## config.mk

```make
export PLATFORM = sky130hd
export DESIGN_NAME = song_sequencer_flat
export DESIGN_NICKNAME = d
export VERILOG_FILES = /design/src/rtl/song_pkg.sv /design/src/rtl/song_sequencer_if.sv /design/src/rtl/song_sequencer_note_timer.sv /design/src/rtl/song_sequencer.sv /design/src/flat_wrapper.sv
export SDC_FILE = /design/constraint.sdc
export NUM_CORES = 1
export LEC_CHECK = 0
export ABC_AREA = 0
export BUFFER_PORTS_ARGS = -buffer_cell sky130_fd_sc_hd__buf_2
export CORE_MARGIN = 5
export CORE_UTILIZATION = 60
export DETAILED_ROUTE_END_ITERATION = 16
export HOLD_SLACK_MARGIN = 0.05
export PLACE_DENSITY = 0.82
export SLEW_MARGIN = 20
export SYNTH_ARGS = -nofsm -noshare
export SYNTH_HDL_FRONTEND = slang
export SYNTH_SLANG_ARGS = --single-unit
```

## constraint.sdc

```tcl
create_clock -name clock -period 12.2 [get_ports clock]
set_clock_uncertainty 0.15 [all_clocks]
set_input_delay 0.61 -clock clock [delete_from_list [all_inputs] [get_ports clock]]
set_output_delay 0.61 -clock clock [all_outputs]
set_load 0.01 [all_outputs]
```

## src/rtl/song_pkg.sv

```systemverilog
// Shared types and widths for the song sequencer: state encoding,
// bus widths and the note-length helper.
`timescale 1ns/1ps
package song_pkg;

  localparam int unsigned CLOCK_FREQ_DEFAULT = 100_000_000;
  localparam int PERIOD_W   = 20;
  localparam int DURATION_W = 5;
  localparam int INDEX_W    = 10;

  typedef enum logic [2:0] {
    ST_IDLE  = 3'd0,
    ST_FETCH = 3'd1,
    ST_SOUND = 3'd2,
    ST_GAP   = 3'd3,
    ST_DONE  = 3'd4
  } song_state_e;

  // Note length in clock cycles: duration (quarter seconds) times cycles per quarter.
  function automatic logic [31:0] note_ticks(input logic [DURATION_W-1:0] duration,
                                             input logic [31:0] quarter);
    return {{(32-DURATION_W){1'b0}}, duration} * quarter;
  endfunction

endpackage

```

## src/rtl/song_sequencer_if.sv

```systemverilog
// Bus between the sequencer, its music-sheet ROM and the tone generator.
// master = sequencer side, slave = sheet/player side.
`timescale 1ns/1ps
interface song_sequencer_if;

  logic                            play;
  logic                            loop;
  logic [song_pkg::INDEX_W-1:0]    rom_addr;
  logic [song_pkg::PERIOD_W-1:0]   rom_period;
  logic [song_pkg::DURATION_W-1:0] rom_duration;
  logic [song_pkg::PERIOD_W-1:0]   note_period;
  logic                            note_valid;
  logic                            note_start;
  logic                            busy;
  logic                            done;

  modport master (
    input  play, loop, rom_period, rom_duration,
    output rom_addr, note_period, note_valid, note_start, busy, done
  );

  modport slave (
    output play, loop, rom_period, rom_duration,
    input  rom_addr, note_period, note_valid, note_start, busy, done
  );

endinterface

```

## src/rtl/song_sequencer_note_timer.sv

```systemverilog
// Loadable 32-bit down-counter timing both the sounding part and the
// articulation gap of a note. Load wins over enable; it stops at zero.
`timescale 1ns/1ps
module note_timer (
  input  logic        clock,
  input  logic        reset,
  input  logic        load,
  input  logic        enable,
  input  logic [31:0] load_value,
  output logic        zero
);

  logic [31:0] count_r;

  // Counter register: load, count down while enabled, hold otherwise.
  always_ff @(posedge clock) begin
    if (!reset) begin
      count_r <= 32'd0;
    end else if (load) begin
      count_r <= load_value;
    end else if (enable && (count_r != 32'd0)) begin
      count_r <= count_r - 32'd1;
    end else begin
      count_r <= count_r;
    end
  end

  assign zero = (count_r == 32'd0);

endmodule

```

## src/rtl/song_sequencer.sv

```systemverilog
// Steps through a music sheet ROM, presenting each note's half-period to a
// tone generator for its duration minus a short silent articulation gap.
`timescale 1ns/1ps
module song_sequencer
  import song_pkg::*;
#(
  parameter int unsigned CLOCK_FREQ = CLOCK_FREQ_DEFAULT,
  parameter int unsigned SONG_LEN   = 45,
  parameter int unsigned GAP_CYCLES = 5_000_000
) (
  input  logic             clock,
  input  logic             reset,
  song_sequencer_if.master bus
);

  localparam logic [31:0] QUARTER    = 32'(CLOCK_FREQ / 4);
  // Timer counts N-1..0 for an N-cycle phase; FETCH takes the extra cycle.
  localparam logic [31:0] SOUND_TRIM = 32'(GAP_CYCLES + 2);
  localparam logic [31:0] GAP_LOAD   = (GAP_CYCLES == 0) ? 32'd0 : 32'(GAP_CYCLES - 1);
  localparam logic [INDEX_W-1:0] LAST_ADDR = INDEX_W'(SONG_LEN - 1);
  localparam logic [INDEX_W-1:0] END_ADDR  = INDEX_W'(SONG_LEN);

  song_state_e         state_r, state_s;
  logic [INDEX_W-1:0]  addr_r, addr_s, next_addr_s;
  logic [PERIOD_W-1:0] period_r, period_s;
  logic                valid_r, start_r, busy_r, done_r;
  logic                timer_load_s, timer_en_s, timer_zero_s;
  logic [31:0]         timer_value_s, ticks_s;
  logic                end_fetch_s;

  assign ticks_s     = note_ticks(bus.rom_duration, QUARTER);
  assign end_fetch_s = (bus.rom_duration == {DURATION_W{1'b0}}) || (addr_r >= END_ADDR);
  // Wrapping at the last entry avoids spending a fetch on the past-the-end slot,
  // so a looping song repeats with no extra cycle between passes.
  assign next_addr_s = ((addr_r == LAST_ADDR) && bus.loop) ? {INDEX_W{1'b0}}
                                                           : addr_r + {{(INDEX_W-1){1'b0}}, 1'b1};

  note_timer u_timer (
    .clock      (clock),
    .reset      (reset),
    .load       (timer_load_s),
    .enable     (timer_en_s),
    .load_value (timer_value_s),
    .zero       (timer_zero_s)
  );

  // Next-state, next-index, note latch and timer control; play low overrides all.
  always_comb begin
    state_s       = state_r;
    addr_s        = addr_r;
    period_s      = period_r;
    timer_load_s  = 1'b0;
    timer_en_s    = 1'b0;
    timer_value_s = 32'd0;
    if (!bus.play) begin
      state_s      = ST_IDLE;
      addr_s       = {INDEX_W{1'b0}};
      period_s     = {PERIOD_W{1'b0}};
      timer_load_s = 1'b1;
    end else begin
      case (state_r)
        ST_IDLE: begin
          state_s = ST_FETCH;
          addr_s  = {INDEX_W{1'b0}};
        end
        ST_FETCH: begin
          if (end_fetch_s) begin
            if (bus.loop) begin
              state_s = ST_FETCH;
              addr_s  = {INDEX_W{1'b0}};
            end else begin
              state_s = ST_DONE;
            end
          end else begin
            state_s       = ST_SOUND;
            period_s      = bus.rom_period;
            timer_load_s  = 1'b1;
            timer_value_s = ticks_s - SOUND_TRIM;
          end
        end
        ST_SOUND: begin
          if (timer_zero_s) begin
            if (GAP_CYCLES == 0) begin
              state_s = ST_FETCH;
              addr_s  = next_addr_s;
            end else begin
              state_s       = ST_GAP;
              timer_load_s  = 1'b1;
              timer_value_s = GAP_LOAD;
            end
          end else begin
            timer_en_s = 1'b1;
          end
        end
        ST_GAP: begin
          if (timer_zero_s) begin
            state_s = ST_FETCH;
            addr_s  = next_addr_s;
          end else begin
            timer_en_s = 1'b1;
          end
        end
        ST_DONE: begin
          state_s = ST_DONE;
        end
        default: begin
          state_s = ST_IDLE;
        end
      endcase
    end
  end

  // State and output registers; flags are decoded from the upcoming state so they
  // line up with it, except done which is a registered decode of the settled state.
  always_ff @(posedge clock) begin
    if (!reset) begin
      state_r  <= ST_IDLE;
      addr_r   <= {INDEX_W{1'b0}};
      period_r <= {PERIOD_W{1'b0}};
      valid_r  <= 1'b0;
      start_r  <= 1'b0;
      busy_r   <= 1'b0;
      done_r   <= 1'b0;
    end else begin
      state_r  <= state_s;
      addr_r   <= addr_s;
      period_r <= period_s;
      valid_r  <= (state_s == ST_SOUND) && (period_s != {PERIOD_W{1'b0}});
      start_r  <= (state_s == ST_SOUND) && (state_r == ST_FETCH);
      busy_r   <= (state_s == ST_FETCH) || (state_s == ST_SOUND) || (state_s == ST_GAP);
      done_r   <= (state_r == ST_DONE) && bus.play;
    end
  end

  assign bus.rom_addr    = addr_r;
  assign bus.note_period = period_r;
  assign bus.note_valid  = valid_r;
  assign bus.note_start  = start_r;
  assign bus.busy        = busy_r;
  assign bus.done        = done_r;

endmodule

```

## src/flat_wrapper.sv

```systemverilog
// flat-port wrapper written by rule: the top's interface ports become plain ports
module song_sequencer_flat import song_pkg::*;
#(
  parameter int unsigned CLOCK_FREQ = CLOCK_FREQ_DEFAULT,
  parameter int unsigned SONG_LEN   = 45,
  parameter int unsigned GAP_CYCLES = 5_000_000
)
  (clock, reset, bus_play, bus_loop, bus_rom_period, bus_rom_duration, bus_rom_addr, bus_note_period, bus_note_valid, bus_note_start, bus_busy, bus_done);
  song_sequencer_if bus_i ();
  input  logic clock;
  input  logic reset;
  input wire logic [$bits(bus_i.play)-1:0] bus_play;
  input wire logic [$bits(bus_i.loop)-1:0] bus_loop;
  input wire logic [$bits(bus_i.rom_period)-1:0] bus_rom_period;
  input wire logic [$bits(bus_i.rom_duration)-1:0] bus_rom_duration;
  output wire logic [$bits(bus_i.rom_addr)-1:0] bus_rom_addr;
  output wire logic [$bits(bus_i.note_period)-1:0] bus_note_period;
  output wire logic [$bits(bus_i.note_valid)-1:0] bus_note_valid;
  output wire logic [$bits(bus_i.note_start)-1:0] bus_note_start;
  output wire logic [$bits(bus_i.busy)-1:0] bus_busy;
  output wire logic [$bits(bus_i.done)-1:0] bus_done;
  assign bus_i.play = bus_play;
  assign bus_i.loop = bus_loop;
  assign bus_i.rom_period = bus_rom_period;
  assign bus_i.rom_duration = bus_rom_duration;
  assign bus_rom_addr = bus_i.rom_addr;
  assign bus_note_period = bus_i.note_period;
  assign bus_note_valid = bus_i.note_valid;
  assign bus_note_start = bus_i.note_start;
  assign bus_busy = bus_i.busy;
  assign bus_done = bus_i.done;
  song_sequencer #(.CLOCK_FREQ(CLOCK_FREQ), .SONG_LEN(SONG_LEN), .GAP_CYCLES(GAP_CYCLES)) u_core (.clock(clock), .reset(reset), .bus(bus_i));
endmodule
```

==> flow_metrics.py, run 1 <==
metrics = {
    "status": {
        "status": "complete, no violations",
    },
    "cts": {
        "cts_num_sinks": 69,
        "post-cts-setup-buffers": 0,
        "cts_hold_buf": 0,
        "cts.repair.resized": 0,
        "clk_latency_ps": 340,
        "cts_buffer_depth": 2,
        "htreeDepth": 3,
        "clkTransAtPathRegs_ps": 70,
        "cts_tree": "yes",
        "root_buffer": "clkbuf_8",
        "cts_buffers": 9,
    },
    "critical_path": {
        "crit_type": "in2reg",
        "cp-endpoint": "u_core.u_timer.count_r[31]",
        "r2r_end": "u_core.u_timer.count_r[30]",
        "cp-start-kind": "input port",
        "cp.arrival_ps": 5310,
        "cp_max_fo": 8,
        "worstRegToRegCells": 11,
        "required_ps": 12300,
        "ff2ff_setup_slack_ps": 8370,
        "reg2reg_from": "u_core.bus.rom_addr[0]",
        "startpoint": "bus_rom_duration[3]",
        "cp-end-kind": "register",
    },
    "synthesis": {
        "synth_seq_cells": 69,
        "avgSynthCellArea_sq_um": 8.09,
        "synth-warning-count": 0,
        "ys.flop_type": "dfxtp_1",
        "synth_edf_count": 0,
        "syn_inst": 688,
        "async_flop_share_pct": 0,
        "synthDistinctLibCells": 73,
        "yosysSeqAreaShare_pct": 24.8,
        "synth_area_sq_mm": 0.00557,
        "syn_nets": 775,
    },
    "placed_design": {
        "gp_congestion": 0.920,
        "placed_area_sq_mm": 0.00594,
        "dp.cells": 840,
        "dp_hpwl_um": 11000,
        "numPortBuffers": 62,
    },
    "timing": {
        "hold-worst-slack_ps": 332,
        "timing.final.crit_period_ps": 5210,
        "fmax_mhz": 192,
        "setup_tns_ps": 0,
        "tightest_slew_ps": 937,
        "setup_viol": 0,
        "slew_headroom_pct": 37.2,
        "slew_viol_final": 0,
        "hold_viol_final": 0,
        "period_share_pct": 42.7,
        "rsz0062_at_grt": "no",
    },
    "global_routing": {
        "grtUsageTotal_pct": 25.4,
        "grt_pass1_wl_um": 23900,
        "grt_pass1_vias": 5165,
        "grt_max_degree": 34,
        "grt-ovfl-total": 0,
        "antenna_found_initial": 0,
    },
    "drt": {
        "drt_first_pass_iters": 5,
        "routedWlPerCell_um": 16.6,
        "drt_iter0_drc": 383,
        "route.detailed.drc": 0,
        "wl_um": 14300,
        "avgViaCountPerCell": 6.25,
        "num_vias": 5353,
        "ant_nets": 0,
    },
    "die": {
        "die_h_um": 106,
        "dieArea_sq_mm": 0.0113,
        "core-area_sq_mm": 0.00915,
        "fp.dieW_um": 106,
        "fp-row-count": 35,
        "boundaryPins": 63,
        "start_util_pct": 60.8,
    },
    "layout": {
        "fillers": 742,
        "design_area_sq_mm": 0.00611,
        "fin_nets": 827,
        "layout_common_cells": "dfxtp_1, nor2_1, buf_2, nand2_1, inv_1",
        "antennaDiodeCount": 0,
        "layout.cells.non_filler": 856,
        "layout_commonest_cell": "dfxtp_1",
        "drive_gt1_share_pct": 14.8,
        "area_delta_synth_final_pct": 9.73,
    },
    "power": {
        "clkPwrFrac_pct": 16.1,
        "vdd_drop_max_uv": 82.0,
        "power_frac_comb_pct": 58.4,
        "p_seq_share_pct": 25.5,
        "internal_power_w": 0.000544,
        "p_switching_w": 0.000445,
        "total_power_w": 0.000990,
        "swShare_pct": 45.0,
        "powerDensity_mw_per_mm2": 162,
        "leakage_nw": 2.64,
    },
    "min_path": {
        "min_path_type": "reg2reg",
    },
    "job": {
        "drv_cap": 0,
    },
}
==> synth_stat cells (all sizes together), types with 3 or more instances <==
cell	number	area (sq um)
clkbuf	18	67.6
and3	8	55.1
nand4	10	62.6
or2	8	50.1
a211o	3	26.3
nor3b	4	30.0
nor2	67	251
nand2	56	213
buf	5	28.8
a211oi	9	72.6
mux2i	15	150
xor2	18	158
fa	14	280
or4b	4	47.6
a31oi	13	81.3
o21ai	28	151
dfxtp	69	1380
a221oi	3	50.1
a41oi	4	35.0
o21a	4	30.0
nand3	21	110
a21o	12	91.3
o211ai	7	57.6
nor2b	5	31.3
nand2b	10	70.1
ha	44	551
nor4	27	196
and2	7	43.8
o211a	4	40.0
nor3	20	110
or4	3	22.5
nand4b	3	26.3
a21oi	48	240
inv	49	184
xnor2	26	228
nand3b	3	22.5
o31ai	3	22.5
o22ai	5	31.3
or3	7	48.8
==> power by group through the flow <==
| stage | registers, W | logic (W) | clock network (W) |
|---|---|---|---|
| 2_1_floorplan | 0.000254 | 0.000451 | 0 |
| 3_3_place_gp | 0.000256 | 0.000546 | 0 |
| 3_5_place_dp | 0.000257 | 0.000564 | 0 |
| 4_1_cts | 0.000251 | 0.000567 | 0.000161 |
| 5_1_grt | 0.000254 | 0.000635 | 0.000173 |
| 6_report | 0.000252 | 0.000578 | 0.000160 |
==> state kept, by name (all words and copies together), names as in the netlist <==
name	count
u_core.bus.note_valid	1
u_core.bus.busy	1
u_core.bus.note_period	20
u_core.bus.done	1
u_core.u_timer.count_r	32
u_core.bus.rom_addr	10
u_core.bus.note_start	1
u_core.state_r	3
==> layer usage <==
layer / share of wire, % / track usage, % / up-vias
li1: - / - / 2613
met1: 44 / 33.3 / 2516
met2: 47 / 42.1 / 196
met3: 6.7 / 5.83 / 28
met4: 1.7 / 6.85 / 0
met5: 0 / 0 / -
==> area by class of cell <==
cell class / count / area, sq um / area share (%)
Inverter: 49 / 184 / 3.01
Multi-Input combinational cell: 547 / 3910 / 64.0
Sequential cell: 69 / 1380 / 22.6
Clock inverter: 6 / 40.0 / 0.655
Timing Repair Buffer: 64 / 325 / 5.32
Clock buffer: 10 / 128 / 2.09
Tap cell: 111 / 139 / 2.27
==> worst min path at each step <==
stage                                     from                         end  slack, ps  depth (start not counted)
floorplan            u_core.u_timer.count_r[9]   u_core.u_timer.count_r[9]        300                          2
global placement    u_core.bus.note_period[19]  u_core.bus.note_period[19]        310                          2
detailed placement  u_core.bus.note_period[15]  u_core.bus.note_period[15]        320                          2
CTS                 u_core.bus.note_period[15]  u_core.bus.note_period[15]        330                          2
global route        u_core.bus.note_period[15]  u_core.bus.note_period[15]        350                          2
finish              u_core.bus.note_period[15]  u_core.bus.note_period[15]        330                          2
==> per-stage QoR <==
step | utilization, % | worst slack, ps
after floorplan | - | 7170
after global placement | 64.9 | 6850
after detailed placement | 64.9 | 6670
after CTS | 66.8 | 7040
after global routing | 66.8 | 6820
final | 66.8 | 6990
==> cells by family (layout without fill, tap and decap cells) <==
kind of cell    after synthesis  after routing  synth area share, %
buf+inv                      72            129                 5.03
fa+ha+maj                    58             58                 14.9
xor+xnor                     44             44                 6.92
simple gates                263            263                 25.0
compound gates              167            167                 20.6
flops                        69             69                 24.8
mux                          15             15                 2.70
==> critical path, stage by stage <==
cell and delay, ps:
buf_2 170, fa_1 530, fa_1 470, xor2_1 170
ha_1 190, a21o_1 150, ha_1 350, a21o_1 250
a221oi_4 470, o211a_1 220, o211ai_1 150, o21ai_0 620
nand2b_4 110, or4b_1 580, a221oi_2 280
Note: power is estimated with default switching activity, not from simulation.
==> run 2: changes to the inputs <==
==> constraint.sdc (replaced) <==
create_clock -name clock -period 5 [get_ports clock]
set_clock_uncertainty 0.15 [all_clocks]
set_input_delay 0.25 -clock clock [delete_from_list [all_inputs] [get_ports clock]]
set_output_delay 0.25 -clock clock [all_outputs]
set_load 0.01 [all_outputs]
==> flow_metrics.py, run 2 (same netlist as run 1, synthesis figures left out) <==
metrics = {
    "layout": {
        "largest_register_ffs": 32,
        "area_delta_synth_final_pct": 15.4,
        "multi_input_area_sq_mm": 0.00391,
        "fin_nets": 858,
        "layout_commonest_cell": "dfxtp_1",
        "layout.cells.non_filler": 888,
        "layout.area.seq_sq_mm": 0.00138,
        "layout_common_cells": "dfxtp_1, nor2_1, buf_2, nand2_1, inv_1",
        "top_register": "u_core.u_timer.count_r",
        "drive_gt1_share_pct": 15.7,
        "fillers": 732,
    },
    "min_path": {
        "min_path_type": "in2reg",
        "hold_depth": 2,
    },
    "cts": {
        "cts.repair.resized": 0,
        "clkTransAtPathRegs_ps": 80,
        "cts_buffers": 9,
        "htreeDepth": 3,
        "cts_tree": "yes",
        "cts_buffer_depth": 2,
        "cts_num_sinks": 69,
        "clk_latency_ps": 350,
        "root_buffer": "clkbuf_8",
    },
    "die": {
        "fp.dieW_um": 106,
        "fp-row-count": 35,
        "dieArea_sq_mm": 0.0113,
        "core-area_sq_mm": 0.00915,
        "start_util_pct": 60.8,
        "die_h_um": 106,
        "boundaryPins": 63,
    },
    "drt": {
        "avgViaCountPerCell": 6.26,
        "num_vias": 5562,
        "drt_iter0_drc": 459,
        "routedWlPerCell_um": 17.5,
        "ant_nets": 0,
        "wl_um": 15600,
        "route.detailed.drc": 0,
        "drt_first_pass_iters": 5,
    },
    "job": {
        "drv_cap": 0,
    },
    "global_routing": {
        "grtUsageTotal_pct": 27.9,
        "grt-ovfl-total": 0,
        "grt_pass1_vias": 5488,
        "grt_max_degree": 34,
        "antenna_found_initial": 0,
        "grt_pass1_wl_um": 25900,
    },
    "placed_design": {
        "numPortBuffers": 62,
        "dp_hpwl_um": 11300,
        "dp.cells": 851,
        "gp_congestion": 0.921,
    },
    "power": {
        "p_switching_w": 0.00112,
        "clkPwrFrac_pct": 18.1,
        "swShare_pct": 43.6,
        "leakage_nw": 2.79,
        "power_frac_comb_pct": 57.9,
        "p_seq_share_pct": 24.0,
        "internal_power_w": 0.00145,
        "vdd_drop_max_uv": 218,
        "powerDensity_mw_per_mm2": 400,
    },
    "timing": {
        "setup_tns_ps": 0,
        "tightest_slew_ps": 976,
        "setup_viol": 0,
        "timing.final.crit_period_ps": 4700,
        "slew_headroom_pct": 34.8,
        "hold_viol_final": 0,
        "hold-worst-slack_ps": 154,
        "rsz0062_at_grt": "no",
        "slew_viol_final": 0,
        "period_share_pct": 94.0,
        "fmax_mhz": 213,
    },
    "critical_path": {
        "worstRegToRegCells": 8,
        "required_ps": 5120,
        "cp_max_fo": 5,
        "cp.arrival_ps": 4820,
        "cp-end-kind": "register",
        "crit_type": "in2reg",
        "cp-start-kind": "input port",
    },
    "status": {
        "status": "complete, no violations",
    },
}
[run 2: changes by cell type in the layout (fill, tap and decap cells not counted), sizes merged]
cell	change
clkinv	-2
buf	+11
bufinv	+1
diode	+1
inv	+1
dlygate4sd3	+20
[run 2: cell type report]
class,instances,area share (%)
multi-input cells,547,60.9
flip-flops and latches,69,21.5
repair buffers,95,9.46
inverters,49,2.86
well taps,111,2.16
clock buffers,10,2.14
clock inverters,6,0.954
diodes,1,0.0389
[run 2: path summary, 6_finish.rpt]
path	start	to	slack [ps]
setup / recovery	bus_rom_duration[2]	u_core.u_timer.count_r[31]	300
hold / removal	reset	u_core.u_timer.count_r[11]	150
setup reg to reg	u_core.u_timer.count_r[2]	u_core.u_timer.count_r[28]	1480
hold reg to reg	u_core.bus.note_period[15]	u_core.bus.note_period[15]	330
[run 2: repair_timing]
item                      in CTS  in global routing
buffers inserted               0                  0
hold endpoints to repair      20                  0
hold buffers                  20                  0
[run 2: worst max-delay path, cell delays in order]
cell and delay (ps):
buf_2 140, fa_1 540, fa_1 490, xor2_1 180, ha_1 180, a21o_1 150
ha_1 350, a21o_1 240, a221oi_4 420, o211ai_2 140, xor2_1 200, or4b_4 570
nand2b_4 170, or4_1 540, a221oi_2 250
[run 2: power groups by stage]
stage / Sequential [W] / Combinational (W) / Clock (W)
after global routing: 0.000619 / 0.00164 / 0.000493
after CTS: 0.000613 / 0.00146 / 0.000464
after global placement: 0.000624 / 0.00139 / 0
after floorplan: 0.000620 / 0.00110 / 0
after detailed placement: 0.000626 / 0.00144 / 0
final: 0.000616 / 0.00149 / 0.000466
[run 2: layer usage]
| layer | vias up | routed length, um | GRT usage (%) |
|---|---|---|---|
| li1 | 2661 | - | - |
| met1 | 2626 | 6760 | 36.1 |
| met2 | 230 | 7520 | 47.8 |
| met3 | 45 | 934 | 4.07 |
| met4 | 0 | 354 | 8.88 |
| met5 | - | 0 | 0 |
[run 2: stage by stage]
step | setup WS [ps] | area [sq um] | total power [W] | util [%]
global placement | 105 | 6030 | 0.00202 | 65.8
CTS | 334 | 6420 | 0.00254 | 70.2
detailed placement | -24.1 | 6030 | 0.00206 | 65.8
finish | 301 | 6430 | 0.00257 | 70.2
floorplan | 327 | 5570 | 0.00172 | -
global route | 40.4 | 6420 | 0.00276 | 70.2
